File: src/rtl/screen_cmd_engine.sv
// Bulk clear/fill/copy sequencer for screen_ram port A, arbitrating per cycle with scanout.
// Accesses are issued only in granted cycles; a denied cycle simply holds all state.
module screen_cmd_engine #(
   parameter int unsigned ADDR_W      = 16,
   parameter int unsigned SCREEN_SIZE = 38400
) (
   input  logic              clk,
   input  logic              rst_n,
   input  logic [7:0]        cmd,
   input  logic              cmd_req,
   input  logic [ADDR_W-1:0] dst_addr,
   input  logic [ADDR_W-1:0] src_addr,
   input  logic [15:0]       len,
   input  logic [7:0]        fill_val,
   input  logic              abort,
   output logic              mem_req,
   input  logic              mem_gnt,
   output logic [ADDR_W-1:0] mem_addr,
   output logic [7:0]        mem_wdata,
   output logic              mem_wren,
   input  logic [7:0]        mem_rdata,
   output logic              active,
   output logic              done,
   output logic              err
);

   typedef enum logic [2:0] {
      StIdle,
      StFill,
      StCpRd,
      StCpCap,
      StCpWr,
      StFinish
   } state_e;

   localparam logic [ADDR_W:0] Limit    = (ADDR_W + 1)'(SCREEN_SIZE);
   localparam logic [15:0]     ClearCnt = 16'(SCREEN_SIZE);

   state_e            state_q, state_d;
   logic [ADDR_W-1:0] dst_q, dst_d;
   logic [ADDR_W-1:0] src_q, src_d;
   logic [15:0]       cnt_q, cnt_d;
   logic [7:0]        fill_q, fill_d;
   logic [7:0]        data_q, data_d;
   logic              err_q, err_d;

   logic              dst_ok, src_ok;
   logic              req, wr;
   logic [ADDR_W-1:0] addr;
   logic [7:0]        wdata;

   assign dst_ok = {1'b0, dst_q} < Limit;
   assign src_ok = {1'b0, src_q} < Limit;

   always_comb begin
      state_d = state_q;
      dst_d   = dst_q;
      src_d   = src_q;
      cnt_d   = cnt_q;
      fill_d  = fill_q;
      data_d  = data_q;
      err_d   = err_q;
      req     = 1'b0;
      wr      = 1'b0;
      addr    = '0;
      wdata   = '0;

      unique case (state_q)
         StIdle: begin
            err_d = 1'b0;
            if (cmd_req) begin
               dst_d  = dst_addr;
               src_d  = src_addr;
               cnt_d  = len;
               fill_d = fill_val;
               case (cmd)
                  8'h01: begin
                     dst_d   = '0;
                     cnt_d   = ClearCnt;
                     state_d = StFill;
                  end
                  8'h02:   state_d = (len == 16'd0) ? StFinish : StFill;
                  8'h03:   state_d = (len == 16'd0) ? StFinish : StCpRd;
                  default: begin
                     state_d = StFinish;
                     err_d   = 1'b1;
                  end
               endcase
            end
         end

         StFill: begin
            // Out-of-range addresses are never presented as a request.
            req   = dst_ok;
            wr    = dst_ok;
            addr  = dst_q;
            wdata = fill_q;
            if (abort || !dst_ok) begin
               state_d = StFinish;
               err_d   = 1'b1;
            end else if (mem_gnt) begin
               dst_d = dst_q + ADDR_W'(1);
               cnt_d = cnt_q - 16'd1;
               if (cnt_q == 16'd1) state_d = StFinish;
            end
         end

         StCpRd: begin
            req  = src_ok;
            addr = src_q;
            if (abort || !src_ok) begin
               state_d = StFinish;
               err_d   = 1'b1;
            end else if (mem_gnt) begin
               state_d = StCpCap;
            end
         end

         StCpCap: begin
            data_d = mem_rdata;
            if (abort) begin
               state_d = StFinish;
               err_d   = 1'b1;
            end else begin
               state_d = StCpWr;
            end
         end

         StCpWr: begin
            req   = dst_ok;
            wr    = dst_ok;
            addr  = dst_q;
            wdata = data_q;
            if (abort || !dst_ok) begin
               state_d = StFinish;
               err_d   = 1'b1;
            end else if (mem_gnt) begin
               src_d   = src_q + ADDR_W'(1);
               dst_d   = dst_q + ADDR_W'(1);
               cnt_d   = cnt_q - 16'd1;
               state_d = (cnt_q == 16'd1) ? StFinish : StCpRd;
            end
         end

         StFinish: state_d = StIdle;

         default: state_d = StIdle;
      endcase
   end

   always_ff @(posedge clk) begin
      if (!rst_n) begin
         state_q <= StIdle;
         dst_q   <= '0;
         src_q   <= '0;
         cnt_q   <= '0;
         fill_q  <= '0;
         data_q  <= '0;
         err_q   <= 1'b0;
      end else begin
         state_q <= state_d;
         dst_q   <= dst_d;
         src_q   <= src_d;
         cnt_q   <= cnt_d;
         fill_q  <= fill_d;
         data_q  <= data_d;
         err_q   <= err_d;
      end
   end

   // Reset gates the strobes directly so a reset cycle can never write.
   assign mem_req   = req & rst_n;
   assign mem_wren  = wr & mem_gnt & rst_n;
   assign mem_addr  = addr;
   assign mem_wdata = wdata;
   assign active    = (state_q != StIdle);
   assign done      = (state_q == StFinish);
   assign err       = (state_q == StFinish) & err_q;

endmodule

File: config.mk
export PLATFORM = sky130hd
export DESIGN_NAME = screen_cmd_engine
export DESIGN_NICKNAME = d
export VERILOG_FILES = /design/src/rtl/screen_cmd_engine.sv
export SDC_FILE = /design/constraint.sdc
export NUM_CORES = 1
export LEC_CHECK = 0
export BUFFER_PORTS_ARGS = -buffer_cell sky130_fd_sc_hd__buf_4
export CAP_MARGIN = 20
export CORE_MARGIN = 1.5
export CORE_UTILIZATION = 45
export CTS_CLUSTER_DIAMETER = 50
export DETAILED_ROUTE_END_ITERATION = 6
export HOLD_SLACK_MARGIN = 0.12
export PLACE_DENSITY = 0.69
export SLEW_MARGIN = 20
export SYNTH_ARGS = -nofsm -noshare
export SYNTH_HDL_FRONTEND = slang
export SYNTH_SLANG_ARGS = --single-unit
File: constraint.sdc
create_clock -name clk -period 2.35 [get_ports clk]
set_clock_uncertainty 0.05 [all_clocks]
set_input_delay 0.1175 -clock clk [delete_from_list [all_inputs] [get_ports clk]]
set_output_delay 0.1175 -clock clk [all_outputs]
set_load 0.02 [all_outputs]
# --- Yosys cells after proc, flatten, opt, wreduce, memory -nomap -nowiden ---
# Index checks and enable logic that the tools add are counted.
word_totals:
  output_inout_bits: 29
  register_bits: 68
  input_bits: 77
  elab_cells: 92
op_classes:
  bitwise_logic: 4
  n_reduce_logical: 17
  n_eq_ne: 21
  mux: 38
  magnitude_cmp: 2
  n_addsub: 3
op_table:
  columns: ["operator", "n"]
  rows:
  - ["16-bit 2-to-1 mux", 11]
  - ["16-bit one-hot mux with 2 select lines", 4]
  - ["3-bit 2-to-1 mux", 11]
  - ["16-bit by 1-bit adder with 16-bit output, second input constant", 2]
  - ["16-bit < comparator, second input constant", 2]
  - ["16-bit by 1-bit == test with 1-bit output, second input constant", 1]
  - ["8-bit by 2-bit == test with 1-bit output, second input constant", 2]
  - ["16-bit zero test", 1]
  - ["8-bit one-hot mux with 2 select lines", 1]
  - ["16-bit by 1-bit subtractor with 16-bit output, second input constant", 1]
  - ["3-bit one-hot mux with 5 select lines", 1]
  - ["2-bit inequality test, second input constant", 6]
  - ["3-bit inequality test, second input constant", 4]
  - ["4-bit AND reduction", 3]
  - ["3-bit one-hot mux with 3 select lines", 1]
  - ["8-bit by 1-bit == test with 1-bit output, second input constant", 1]
  - ["1-bit 2-to-1 mux", 7]
  - ["3-bit by 2-bit == test with 1-bit output, second input constant", 2]
  - ["3-bit == test, second input constant", 2]
  - ["5-bit AND reduction", 1]
  - ["1-bit bitwise AND", 4]
  - ["2-bit by 1-bit inequality test with 1-bit output, second input constant", 2]
  - ["1-bit one-hot mux with 4 select lines", 1]
  - ["2-bit nonzero test", 2]
  - ["10 further kinds", 12]

# --- Depth between registers and ports, before layout ---
depth:
  word_depth: 5
  ltp_mapped: 9
  mapped_depth_nobuf: 8

# --- Worst setup path before layout ---
# No wires, ideal clock.
synth_timing:
  path_type: "register to output"
  from: "register state_q[2]"
  to: "output mem_wren"
  path_stages_with_launch: 8
  n_path_buf: 3
  t_arrival_ns: 1.848
  path_slack_ns: 0.334
  required_ns: 2.183
  path_cell_list: "dfxtp_1 > xor2_1 > and2_1 > buf_2 > buf_2 > buf_2 > nand2_1 > nor3_1"
synth_between:
  elab_chain_len: 5
  word_cells_on_any_way: 6
  cone_classes: "eq/ne: 2; mux: 1; bitwise: 2; reduce/logical: 1"
synth_rtl:
  columns: ["element", "line", "rtl"]
  rows:
  - ["start, declared", "39", "state_e state_q, state_d;"]
  - ["start signal, assigned", "153", "state_q <= StIdle;"]
  - ["start signal, assigned", "161", "state_q <= state_d;"]
  - ["3-bit == test / 3-bit by 1-bit == test with 1-bit output (equally long branches)", "68", "unique case (state_q)"]
  - ["2-bit OR reduction (no source line) (*)", null, null]
  - ["1-bit 2-to-1 mux (*)", "68", null]
  - ["1-bit bitwise AND (*) (2 in a row)", "173", "assign mem_wren = wr & mem_gnt & rst_n;"]
  - ["end, declared", "20", "output logic mem_wren,"]
# Mark *: on every way between the ends. The rest lies on a longest branch, timed or not.

# --- Final worst setup path ---
layout_timing:
  from: "register state_q[0]"
  to: "register err_q"
layout_between:
  elab_chain_len: 4
  word_cells_on_any_way: 12
  cone_classes: "eq/ne: 7; mux: 1; reduce/logical: 4"
layout_rtl:
  columns: ["element", "line", "rtl"]
  rows:
  - ["3-bit == test / 3-bit by 1-bit == test with 1-bit output (equally long branches)", "68", null]
  - ["2-bit OR reduction (no source line)", null, null]
  - ["2-bit by 1-bit inequality test with 1-bit output (no source line) / 4-bit nonzero test (equally long branches)", null, null]
  - ["4-bit AND reduction (no source line)", null, null]
  - ["end signal, assigned", "167", "err_q <= err_d;"]
  - ["end, declared", "45", "logic err_q, err_d;"]
# Parallel ways exist; a longest one is shown, timed or not.
# A chain may end at the register's enable or synchronous reset.

==> reports/metrics.csv <==
stage,metric,value,unit
logic_synthesis,Post-Syn Area,0.00433,mm²
route,Routed Antenna Nets,0,
global_route,gr busiest metal,met2,
timing,Relative slew margins,0.618,
floorplanning,Die X,101,µm
global_route,M2 GR Usage,0.460,
route,Vias,5113,
logic_synthesis,adder-cell share of the synthesized area,0.0115,
timing,"Slew Viols, Final",0,
worst_setup_path,CP Class,reg -> reg,
worst_hold_path,hold crit path type,in -> reg,
logic_synthesis,Synth Area in XOR/XNOR,0.0202,
clocking,Clock Sinks,68,
floorplanning,Die H,101,µm
worst_setup_path,Critical Path RT,2.53,ns
global_route,first-pass GRT wire length,23000,µm
worst_setup_path,CP endpoint kind,flop,
worst_setup_path,Crit Path Max Fanout,17,
logic_synthesis,proportion of synthesized area in mux cells,0,
timing,final setup fails,0,
worst_setup_path,r2r worst-path depth,8,
power_and_ir_drop,cell area power density,1140,mW/mm²
worst_hold_path,hold depth,5,
power_and_ir_drop,Pleak,2.45,nW
timing,crit share post-route,0.939,
logic_synthesis,prevailing post-synth register cell,dfxtp_1,
worst_setup_path,worst r2r dst,err_q,
worst_setup_path,arrival time worst endpoint,2.39,ns
logic_synthesis,dominant cells by area after synthesis,"dfxtp_1 (31%), nand2_1 (6.7%), o21ai_0 (5.3%)",
floorplanning,Core ar.,0.00928,mm²
worst_setup_path,CP startpoint,state_q[0],
place,Placer Congestion,0.918,
logic_synthesis,largest family of logic cells by synthesized area,compound AO/OA/AOI/OAI gates,
floorplanning,initial core utilization,0.467,
global_route,vias in the first global route,4686,
clocking,Inserted Clock Buffers,9,
logic_synthesis,"flops & latches, synth",68,
final_layout,layout cells sized above 1,0.231,
final_layout,nets,822,
logic_synthesis,Post-synth top cells,"nand2_1 (77), dfxtp_1 (68), nor2_1 (60)",
logic_synthesis,syn nets,667,
timing,Fmax,453,MHz
clocking,H-tree Lvls,3,
floorplanning,Rows,35,
floorplanning,Die ar.,0.0102,mm²
floorplanning,io pins,106,
final_layout,Area Growth Syn to Fin,41.5,%
place,dpl hpwl,9390,µm
timing,RSZ-0062 raised after global routing,no,
worst_setup_path,startpoint types,flop,
route,Vias per Instance,5.84,
logic_synthesis,cell taking the most area after synthesis,dfxtp_1,
clocking,CTS tree,done,
clocking,"CTS clk-pin slew, worst paths",0.07,ns
run,max-cap check violation count,0,
logic_synthesis,post-synth top area share,0.314,
run_status,status,"complete, no violations",
worst_setup_path,r2r setup slk,0.14,ns
worst_setup_path,Critical Path Sink,err_q,
route,DR pass1 iterations,5,
global_route,initial antenna violation count,0,
global_route,All-Layer GR Usage,0.280,
clocking,clk root buf,clkbuf_8,
clocking,Max Buffers Root-to-Sink,2,
logic_synthesis,Unique masters post-synth,63,
global_route,M1 GR Usage,0.381,
logic_synthesis,Synth Warn #,0,
logic_synthesis,simple-gate share of the synthesized area,0.257,
final_layout,Ant. Diodes,0,
global_route,GR Layer Usage met3,0.0435,
logic_synthesis,Synth Area in Compound Gates,0.339,
route,Initial DRC Count,268,
logic_synthesis,"Seq/Total Area, Yosys",0.314,
route,drt wl/cell,15.9,µm
timing,Worst Tran Pin Value,0.568,ns
logic_synthesis,number of synthesized flops with an enable pin,0,
global_route,largest net degree at the start of global routing,50,
route,Routed WL,13900,µm
clocking,worst skew pair latency,0.35,ns
global_route,Congestion Overflow GR,0,
timing,Period minus WS final,2.21,ns
logic_synthesis,ys async rst share,0,
worst_setup_path,worst r2r src,state_q[0],
timing,Final Hold Fails,0,
place,number of port buffers,105,
logic_synthesis,Syn Area/Cell,7.40,µm²
logic_synthesis,synthesized instance count,586,
power_and_ir_drop,Worst VDD drop,0.702,mV
timing,setup_tns,0,ns
power_and_ir_drop,Tot Pwr,0.00701,W
logic_synthesis,"count leader, synth",nand2_1,
route,DR DRC count,0,
## state kept, by name, indices dropped and copies added, names as in the netlist
| name | count |
|---|---|
| err_q | 1 |
| data_q | 8 |
| src_q | 16 |
| state_q | 3 |
| dst_q | 16 |
| cnt_q | 16 |
| fill_q | 8 |
## power by group
part           internal, W  leakage, nW  switching, W  total (W)
registers          0.00150        0.558      0.000448    0.00195
clock network     0.000712        0.120      0.000498    0.00121
logic              0.00162         1.77       0.00224    0.00386
## worst max-delay path: stages, from the launching register on
cell	delay (ns)
dfxtp_1	0.39
buf_4	0.20
inv_1	0.10
nor2_1	0.11
buf_4	0.22
nand2_2	0.16
a211oi_2	0.24
nor3_1	0.06
dlygate4sd3_1	0.55
## layout by cell type, fill, tap and decap left out, drive strengths merged, types with 5 or more instances in the layout
cell,synthesis,final
a31oi,10,10
o21ai,49,49
inv,14,15
a21boi,17,17
nand3,26,26
and2,12,12
dlygate4sd3,0,53
a22oi,13,13
a221oi,10,10
dfxtp,68,68
buf,19,135
a21o,5,5
o32ai,6,6
a21oi,39,39
nand2,77,77
and3,5,5
nor4,13,13
nor2,60,60
xnor2,6,6
nand4,8,8
a32oi,6,6
a22o,17,17
clkbuf,25,9
nor3,22,22
a211oi,7,7
## cells by family after synthesis
logic type,after synthesis
AND/OR/NAND/NOR,237
XOR/XNOR,10
buffers and inverters,58
flip-flops,68
adder cells (fa/ha/maj),4
AO/OA/AOI/OAI,209
## stage by stage
step | util | hold WS [ns] | worst slack [ns] | std cells | area (µm²)
floorplan | - | 0.203 | 0.334 | 586 | 4330
global placement | 0.573 | 0.316 | 0.354 | 806 | 5320
detailed placement | 0.573 | 0.334 | 0.303 | 806 | 5320
CTS | 0.657 | 0.121 | 0.0991 | 875 | 6100
global route | 0.660 | 0.134 | 0.00516 | 875 | 6130
finish | 0.660 | 0.127 | 0.144 | 875 | 6130
## worst min path at each step
stage / start / to / slack (ns)
2_1_floorplan: fill_val[7] / fill_q[7] / 0.20
3_3_place_gp: fill_val[7] / fill_q[7] / 0.32
3_5_place_dp: fill_val[7] / fill_q[7] / 0.33
4_1_cts: len[4] / cnt_q[4] / 0.12
5_1_grt: dst_addr[11] / dst_q[11] / 0.13
6_report: dst_addr[15] / dst_q[15] / 0.13
## area by class of cell
| type | count | area (µm²) |
|---|---|---|
| tap | 129 | 161 |
| sequential | 68 | 1360 |
| clock inverter | 7 | 124 |
| timing repair buffer | 188 | 1560 |
| multi-input combinational | 460 | 2750 |
| inverter | 14 | 52.6 |
| fill | 831 | 3150 |
| clock buffer | 9 | 124 |
## routing by layer
| metal | vias to the layer above | wire [µm] | part of all wire |
|---|---|---|---|
| li1 | 2482 | - | - |
| met1 | 2373 | 6030 | 0.43 |
| met2 | 234 | 6620 | 0.48 |
| met3 | 24 | 1010 | 0.073 |
| met4 | 0 | 256 | 0.018 |
| met5 | - | 0 | 0 |
## timing repair
action                                  CTS  global route
endpoints found under the setup margin    0             6
hold endpoints to repair                 53             0
hold buffers                             53             0
gates resized for setup                   0             7
buffers inserted                          0             0
Power figures use the tool's default switching activity.
